<file path="config.mk">
export PLATFORM = sky130hd
export DESIGN_NAME = writeback_queue
export DESIGN_NICKNAME = d
export VERILOG_FILES = /design/src/rtl/cpu_pkg.sv /design/src/rtl/wbq_bypass_match.sv /design/src/rtl/writeback_queue.sv
export SDC_FILE = /design/constraint.sdc
export NUM_CORES = 1
export LEC_CHECK = 0
export BUFFER_PORTS_ARGS = -buffer_cell sky130_fd_sc_hd__buf_2
export CAP_MARGIN = 20
export CORE_AREA = 2 2 117 74
export CTS_CLUSTER_DIAMETER = 30
export DETAILED_ROUTE_END_ITERATION = 10
export DIE_AREA = 0 0 119 76
export HOLD_SLACK_MARGIN = 0.05
export PLACE_DENSITY = 0.71
export SYNTH_ARGS = -nofsm -noshare
export SYNTH_HDL_FRONTEND = slang
export SYNTH_HIERARCHICAL = 1
export SYNTH_SLANG_ARGS = --single-unit
</file>
<file path="constraint.sdc">
create_clock -name clk -period 4.7 [get_ports clk]
set_clock_uncertainty 0.05 [all_clocks]
set_input_delay 0.705 -clock clk [delete_from_list [all_inputs] [get_ports clk]]
set_output_delay 0.705 -clock clk [all_outputs]
set_load 0.005 [all_outputs]
</file>
<file path="src/rtl/cpu_pkg.sv">
// Shared core definitions: writeback entry layout, queue depth and the $zero address.
// Entry fields are sized to the core XLEN/register-file address width.
package cpu_pkg;

    localparam int CPU_XLEN  = 32;
    localparam int CPU_NADDR = 5;
    localparam int WBQ_DEPTH = 2;

    localparam logic [CPU_NADDR-1:0] REG_ZERO = '0;

    typedef struct packed {
        logic                 reg_write;
        logic [CPU_NADDR-1:0] dst_addr;
        logic [CPU_XLEN-1:0]  data;
    } wb_entry_t;

    function automatic wb_entry_t make_entry(
        input logic                 reg_write,
        input logic [CPU_NADDR-1:0] dst_addr,
        input logic [CPU_XLEN-1:0]  data
    );
        wb_entry_t e;
        e.reg_write = reg_write;
        e.dst_addr  = dst_addr;
        e.data      = data;
        return e;
    endfunction

endpackage

</file>
<file path="src/rtl/wbq_bypass_match.sv">
// Compares one read-port address against the queued writeback entries and
// returns the data of the youngest matching entry (0 when nothing matches).
module wbq_bypass_match
    import cpu_pkg::*;
(
    input  wb_entry_t             slot_i [WBQ_DEPTH],
    input  logic [WBQ_DEPTH-1:0]  occupied_i,
    input  logic                  young_sel_i,
    input  logic [CPU_NADDR-1:0]  addr_i,
    output logic                  hit_o,
    output logic [CPU_XLEN-1:0]   data_o
);

    logic [WBQ_DEPTH-1:0] match;
    logic                 old_sel;

    generate
        for (genvar gi = 0; gi < WBQ_DEPTH; gi++) begin : g_cmp
            // $zero is never forwarded, it always reads as 0 in the register file
            assign match[gi] = occupied_i[gi] && slot_i[gi].reg_write &&
                               (slot_i[gi].dst_addr == addr_i) && (addr_i != REG_ZERO);
        end
    endgenerate

    assign old_sel = ~young_sel_i;
    assign hit_o   = |match;

    always_comb begin
        data_o = '0;
        if (match[young_sel_i]) begin
            data_o = slot_i[young_sel_i].data;
        end else if (match[old_sel]) begin
            data_o = slot_i[old_sel].data;
        end
    end

endmodule

</file>
<file path="src/rtl/writeback_queue.sv">
// Two-entry in-order writeback FIFO between the memory stage and the register file.
// Optional operand forwarding from queued entries is enabled by WRITEBACK_QUEUE_BYPASS_EN.
module writeback_queue
    import cpu_pkg::*;
#(
    parameter int n     = 32,
    parameter int naddr = 5
) (
    input  logic             clk,
    input  logic             reset,
    input  logic             in_valid,
    output logic             in_ready,
    input  logic             in_reg_write,
    input  logic             in_mem_to_reg,
    input  logic [naddr-1:0] in_dst_addr,
    input  logic [n-1:0]     in_alu_result,
    input  logic [n-1:0]     in_mem_data,
    input  logic             stall,
    output logic             wrEn,
    output logic [naddr-1:0] wd_addr,
    output logic [n-1:0]     wd,
    output logic [1:0]       count
`ifdef WRITEBACK_QUEUE_BYPASS_EN
    ,
    input  logic [naddr-1:0] ra_addr,
    input  logic [naddr-1:0] rb_addr,
    output logic             fwd_a_hit,
    output logic             fwd_b_hit,
    output logic [n-1:0]     fwd_a_data,
    output logic [n-1:0]     fwd_b_data
`endif
);

    localparam logic [1:0] FULL_COUNT = 2'(WBQ_DEPTH);

    wb_entry_t  entry_q [WBQ_DEPTH];
    logic [1:0] count_q, count_d;
    logic       rd_ptr_q, rd_ptr_d;
    logic       wr_ptr_q, wr_ptr_d;

    logic       push;
    logic       pop;
    logic       not_empty;
    logic [n-1:0] sel_data;
    wb_entry_t  push_entry;
    wb_entry_t  head;

    assign not_empty = (count_q != 2'd0);
    assign in_ready  = (count_q < FULL_COUNT);
    assign push      = in_valid && in_ready;
    assign pop       = not_empty && !stall;

    // Only the selected result is stored; the unused operand is dropped at enqueue
    assign sel_data   = in_mem_to_reg ? in_mem_data : in_alu_result;
    assign push_entry = make_entry(in_reg_write, CPU_NADDR'(in_dst_addr), CPU_XLEN'(sel_data));
    assign head       = entry_q[rd_ptr_q];

    // Entries being discarded by reset must not reach the register file
    assign wrEn    = pop && !reset && head.reg_write && (head.dst_addr != REG_ZERO);
    assign wd_addr = not_empty ? naddr'(head.dst_addr) : '0;
    assign wd      = not_empty ? n'(head.data) : '0;
    assign count   = count_q;

    always_comb begin
        count_d  = count_q;
        rd_ptr_d = rd_ptr_q;
        wr_ptr_d = wr_ptr_q;
        if (push) begin
            wr_ptr_d = ~wr_ptr_q;
        end
        if (pop) begin
            rd_ptr_d = ~rd_ptr_q;
        end
        case ({push, pop})
            2'b10:   count_d = count_q + 2'd1;
            2'b01:   count_d = count_q - 2'd1;
            default: count_d = count_q;
        endcase
    end

    always_ff @(posedge clk) begin
        if (reset) begin
            count_q  <= 2'd0;
            rd_ptr_q <= 1'b0;
            wr_ptr_q <= 1'b0;
        end else begin
            count_q  <= count_d;
            rd_ptr_q <= rd_ptr_d;
            wr_ptr_q <= wr_ptr_d;
        end
    end

    // Payload storage needs no reset: it is only observed while count is non-zero
    always_ff @(posedge clk) begin
        if (!reset && push) begin
            entry_q[wr_ptr_q] <= push_entry;
        end
    end

`ifdef WRITEBACK_QUEUE_BYPASS_EN
    logic [WBQ_DEPTH-1:0] occupied;
    logic                 young_sel;
    logic [CPU_NADDR-1:0] q_addr [2];
    logic                 q_hit  [2];
    logic [CPU_XLEN-1:0]  q_data [2];

    generate
        for (genvar gi = 0; gi < WBQ_DEPTH; gi++) begin : g_occ
            assign occupied[gi] = (count_q == FULL_COUNT) ||
                                  (not_empty && (rd_ptr_q == 1'(gi)));
        end
    endgenerate

    // With two entries the younger one sits just behind the head
    assign young_sel = (count_q == FULL_COUNT) ? ~rd_ptr_q : rd_ptr_q;
    assign q_addr[0] = CPU_NADDR'(ra_addr);
    assign q_addr[1] = CPU_NADDR'(rb_addr);

    generate
        for (genvar gi = 0; gi < 2; gi++) begin : g_port
            wbq_bypass_match u_match (
                .slot_i      (entry_q),
                .occupied_i  (occupied),
                .young_sel_i (young_sel),
                .addr_i      (q_addr[gi]),
                .hit_o       (q_hit[gi]),
                .data_o      (q_data[gi])
            );
        end
    endgenerate

    assign fwd_a_hit  = q_hit[0];
    assign fwd_b_hit  = q_hit[1];
    assign fwd_a_data = n'(q_data[0]);
    assign fwd_b_data = n'(q_data[1]);
`endif

endmodule

</file>
==> results.toml, run 1 <==
[worst_setup_path]
max_stage_delay_ns = 0.67
path_delay_family = "flip-flops"
startpoint_type = "flip-flop"
worstPathCellList = "buf_4 > mux2i_1 > nor2_1 > buf_2"
worstPathRequired_ns = 3.94
critical_path.max_fanout = 23
slowest_stage = "dfxtp_2"
worst-path-buf-inv = 2
path_class = "reg2out"
critical_path_arrival_ns = 2.01
end_kind = "output pin"

[synth]
yosysTopAreaCell = "edfxtp_1"
syn_area_per_cell_sq_um = 15.4
ys_seq_area_share_pct = 68.4
yosysUniqueCellTypes = 23
yosys-top-cells-area = "edfxtp_1, mux2i_1, mux2_2, nor2_1, dfxtp_1"
synth.cell_area_sq_um = 3480
syn_inst = 226
yosys_warnings = 6
synth_fp_nets = 302
synth_seq_cells = 81
synth_top_area_share_pct = 65.5

[routing]
drc = 0
drtIter0Drc = 75
drt-wirelength-per-cell_um = 14.2
antenna_left = 0
routed_wl_um = 6500
routed_via_density = 4.71
firstDrtPassIters = 4
num_vias = 2158

[global_route]
grt_pass1_vias = 2182
grt.overflow.total = 0
grt_antenna_before_repair = 0
grt_max_degree = 42
gr-usage-all-layers_pct = 15.1
grt_pass1_wl_um = 10500

[cells_and_area]
fin_nets = 417
drive_above_1_share_pct = 48.0
areaGrowthSynthToFinish_pct = 29.6
regArea_sq_um = 2380
num-fill-cells = 672
diodes = 0
multi_input_area_sq_um = 1040

[die]
start_util_pct = 43.0
pin_count = 116
dieWidth_um = 119
dieArea_sq_um = 9040
core_area_sq_um = 8100
num_rows = 26
die-height_um = 76

[run]
maxCapViolCount = 0

[power_and_ir_drop]
pwr-share-seq_pct = 40.9
swShare_pct = 26.8
p_clk_share_pct = 34.1
p_sw_w = 0.000619
powerDensity_nw_per_um2 = 511
power.internal_w = 0.00169
vdd_drop_max_uv = 218
p_leak_nw = 1.76
combPwrFrac_pct = 25.0

[clocking]
numCtsBuffers = 9
cts_resized = 0
postCtsSetupBuffers = 0
h-tree-depth = 3
hold_buffers = 0
cts_max_path_buffers = 2
clock_latency_ns = 0.32
cts.sinks = 81
path_clk_slew_ns = 0.06
cts_tree = "yes"
cts_root_buf = "clkbuf_16"

[timing]
rsz0062_at_grt = "false"
finalHoldViolCount = 0
timing.fmax_mhz = 362
report.final.slew_viol_count = 0
finalSetupTns_ns = 0
fin_crit_sh_pct = 58.8
worstMarginPinSlew_ns = 0.950
final.setup.worst_slack_ns = 1.93
slew_headroom_pct = 36.5
finalSetupViolations = 0
whs_ns = 0.488
post-route-min-period_ns = 2.77

[min_path]
hold_class = "reg2reg"

[placement]
dp_hpwl_um = 4410
pre_cts_ws_ns = 2.26
port_buffers = 115
finalWeightedCongestion = 0.769

[status]
status = "complete, no violations"
-- registers in the layout, indices dropped and copies added, names as in the netlist, named ones only --
name / cells
wr_ptr_q: 1
entry_q: 76
count: 2
rd_ptr_q: 1
-- cell usage after synthesis --
cell type and n:
ha_1 1, o21ai_0 2, buf_4 2, nor3b_1 1, edfxtp_1 76, nand2b_1 1
nand3b_1 1, o311a_1 1, buf_2 9, or4_1 1, mux2i_1 38, a21oi_1 3
mux2_1 2, xnor2_1 1, nor3_1 1, inv_1 1, nor2_1 41, nor4_1 2
or3_1 2, mux2_2 30, dfxtp_1 5, xor2_1 2, clkbuf_1 3
-- logic make-up (layout without fill, tap and decap cells) --
family	Yosys count	count (layout)	share of synthesized area, %
adders and majority gates	1	1	0.359
DFF	81	81	68.4
muxes	70	70	21.3
buffers and inverters	15	135	2.15
and+or+nand+nor	50	50	6.10
xor gates and xnor gates	3	3	0.754
AOI/OAI and AO/OA	6	6	1.01
-- worst min-delay path, cell delays in order, from the launching register on --
cell and delay (ns):
dfxtp_1 0.30, o21ai_0 0.11, a21oi_1 0.08
-- cells in the final DEF, fill, tap and decap left out, drive strengths merged --
cell | synthesis | layout
mux2 | 32 | 32
clkbuf | 3 | 12
nor4 | 2 | 2
edfxtp | 76 | 76
a21oi | 3 | 3
nor2 | 41 | 41
nor3 | 1 | 1
o21ai | 2 | 2
ha | 1 | 1
nand2b | 1 | 1
or4 | 1 | 1
bufinv | 0 | 3
buf | 11 | 118
xor2 | 2 | 2
inv | 1 | 2
nor3b | 1 | 1
or3 | 2 | 2
nand3b | 1 | 1
xnor2 | 1 | 1
dfxtp | 5 | 5
mux2i | 38 | 38
o311a | 1 | 1
-- metal layers --
layer / global-route usage, % / routed length, um / up-vias
met5: 0 / 0 / -
met4: 3.93 / 46 / 0
met3: 6.06 / 464 / 5
met2: 23.0 / 2830 / 83
met1: 20.2 / 3160 / 998
li1: - / - / 1072
-- final timing paths --
check / from / endpoint / slack [ns] / cells past startpoint
max: flip-flop / wd[0] / 1.93 / 4
max reg2reg: count[1] / count[1] / 2.49 / 5
min reg2reg: rd_ptr_q / rd_ptr_q / 0.49 / 2
min: rd_ptr_q / rd_ptr_q / 0.49 / 2
-- area by class of cell --
class | count | area share [%]
well taps | 112 | 3.10
flip-flops and latches | 81 | 52.8
multi-input cells | 130 | 23.1
inverters | 1 | 0.0831
clock inverters | 4 | 2.19
clock buffers | 12 | 5.46
repair buffers | 118 | 13.2
-- power by group through the flow --
stage / sequential [W] / combinational [W] / clock [W]
finish: 0.000942 / 0.000577 / 0.000787
floorplan: 0.000930 / 0.000375 / 0
CTS: 0.000944 / 0.000588 / 0.000806
detailed placement: 0.000959 / 0.000585 / 0
global placement: 0.000955 / 0.000574 / 0
global route: 0.000953 / 0.000644 / 0.000838
-- metrics by stage --
stage,cell area (sq um),total power [W],util [%],cells
after global routing,4520,0.00243,55.7,458
after CTS,4520,0.00234,55.7,458
after floorplan,3480,0.00130,-,226
after detailed placement,4170,0.00154,51.5,442
after global placement,4170,0.00153,51.5,442
final,4520,0.00231,55.7,458
No activity file was read; power rests on OpenSTA's default activity.
==> run 2, diff against run 1 <==
clock period = 2.7 ns   (was 4.7 ns; I/O delays follow)
==> run 2 against run 1 <==
Combinational power grew 82%. Utilization shrank 0.23 points. Wire length up 1.6%. First-iteration DRC count decreased by 19%. Register-to-register slack lost 1.7 ns. Critical endpoint is now wd[16].
==> results.toml, run 2 (synthesis results as in run 1) <==
[power_and_ir_drop]
swShare_pct = 27.4
pwr-share-seq_pct = 42.0
p_clk_share_pct = 31.1
vdd_drop_max_uv = 400
p_leak_nw = 1.76
p_sw_w = 0.00106
power.internal_w = 0.00282
combPwrFrac_pct = 26.9
powerDensity_nw_per_um2 = 863

[worst_setup_path]
path_class = "reg2out"
end_kind = "output pin"
worstPathRequired_ns = 2.25
critical_path_arrival_ns = 1.74
startpoint_type = "flip-flop"
critical_path.max_fanout = 16
reg2reg_depth = 5

[timing]
finalSetupViolations = 0
fin_crit_sh_pct = 81.3
worstMarginPinSlew_ns = 0.740
finalHoldViolCount = 0
post-route-min-period_ns = 2.20
rsz0062_at_grt = "false"
timing.fmax_mhz = 456
report.final.slew_viol_count = 0
finalSetupTns_ns = 0
slew_headroom_pct = 50.7

[cells_and_area]
fin_nets = 419
final_common_cell = "buf_2"
instances_no_fill = 458
largest_register_ffs = 76
areaGrowthSynthToFinish_pct = 29.0
num-fill-cells = 678
drive_above_1_share_pct = 48.3
most-common-layout-cells = "buf_2, edfxtp_1, nor2_1"
top_register = "entry_q"
diodes = 0

[run]
maxCapViolCount = 0

[clocking]
h-tree-depth = 3
numCtsBuffers = 9
cts_root_buf = "clkbuf_16"
path_clk_slew_ns = 0.05
cts.sinks = 81
cts_tree = "yes"
hold_buffers = 0
cts_resized = 0
cts_max_path_buffers = 2
clock_latency_ns = 0.31
postCtsSetupBuffers = 0

[die]
pin_count = 116
core_area_sq_um = 8100
dieArea_sq_um = 9040
die-height_um = 76
num_rows = 26
dieWidth_um = 119
start_util_pct = 43.0

[global_route]
grt_max_degree = 39
grt_pass1_wl_um = 10500
grt_antenna_before_repair = 0
grt_pass1_vias = 2201
gr-usage-all-layers_pct = 15.0
grt.overflow.total = 0

[routing]
drt-wirelength-per-cell_um = 14.4
routed_via_density = 4.71
num_vias = 2156
routed_wl_um = 6610
firstDrtPassIters = 4
drc = 0
drtIter0Drc = 61
antenna_left = 0

[placement]
finalWeightedCongestion = 0.721
placed_cells = 444
dp_hpwl_um = 4540
port_buffers = 115

[status]
status = "complete, no violations"

[min_path]
hold_class = "in2reg"
hold_depth = 1
-- run 2: final timing paths --
check / start / endpoint / slack, ns
max: flip-flop / wd[16] / 0.50
min: in_dst_addr[3] / entry_q[1][35] / 0.23
max reg2reg: count[1] / count[1] / 0.76
min reg2reg: rd_ptr_q / flip-flop / 0.46
-- run 2: critical path: stages (launching register included) --
cell and delay (ns):
dfxtp_2 0.56, buf_4 0.37, mux2i_1 0.25, nor2_1 0.08, buf_2 0.16
-- run 2: power groups by stage --
stage / logic (W) / registers [W] / clock network, W
after floorplan: 0.000656 / 0.00161 / 0
after global placement: 0.00104 / 0.00165 / 0
after detailed placement: 0.00107 / 0.00166 / 0
after CTS: 0.00107 / 0.00163 / 0.00123
after global routing: 0.00116 / 0.00165 / 0.00129
final: 0.00105 / 0.00163 / 0.00121
-- run 2: metal layers --
| metal | up-vias | routed length (um) | track usage, % | part of all wire, % |
|---|---|---|---|---|
| met3 | 2 | 439 | 4.04 | 6.6 |
| li1 | 1071 | - | - | - |
| met1 | 991 | 3070 | 19.6 | 46 |
| met4 | 0 | 30 | 3.93 | 0.45 |
| met5 | - | 0 | 0 | 0 |
| met2 | 92 | 3070 | 24.9 | 46 |
-- run 2: cell type report --
type                       count  area (sq um)  share of cell area [%]
clock buffer                  10           229                    5.09
clock inverter                 4          70.1                    1.56
inverter                       1          3.75                  0.0835
multi-input combinational    130          1060                    23.5
sequential                    81          2380                    53.0
tap                          112           140                    3.12
timing repair buffer         120           613                    13.6
-- run 2: metrics by stage --
step           total power (W)  hold WS, ns  cell area (sq um)  setup slack [ns]  util, %
5_1_grt                0.00410        0.227               4500             0.348     55.5
2_1_floorplan          0.00227        0.430               3490            0.0691        -
4_1_cts                0.00394        0.220               4500             0.467     55.5
3_3_place_gp           0.00269        0.432               4200             0.841     51.8
6_report               0.00388        0.230               4500             0.505     55.5
3_5_place_dp           0.00273        0.452               4200             0.723     51.8
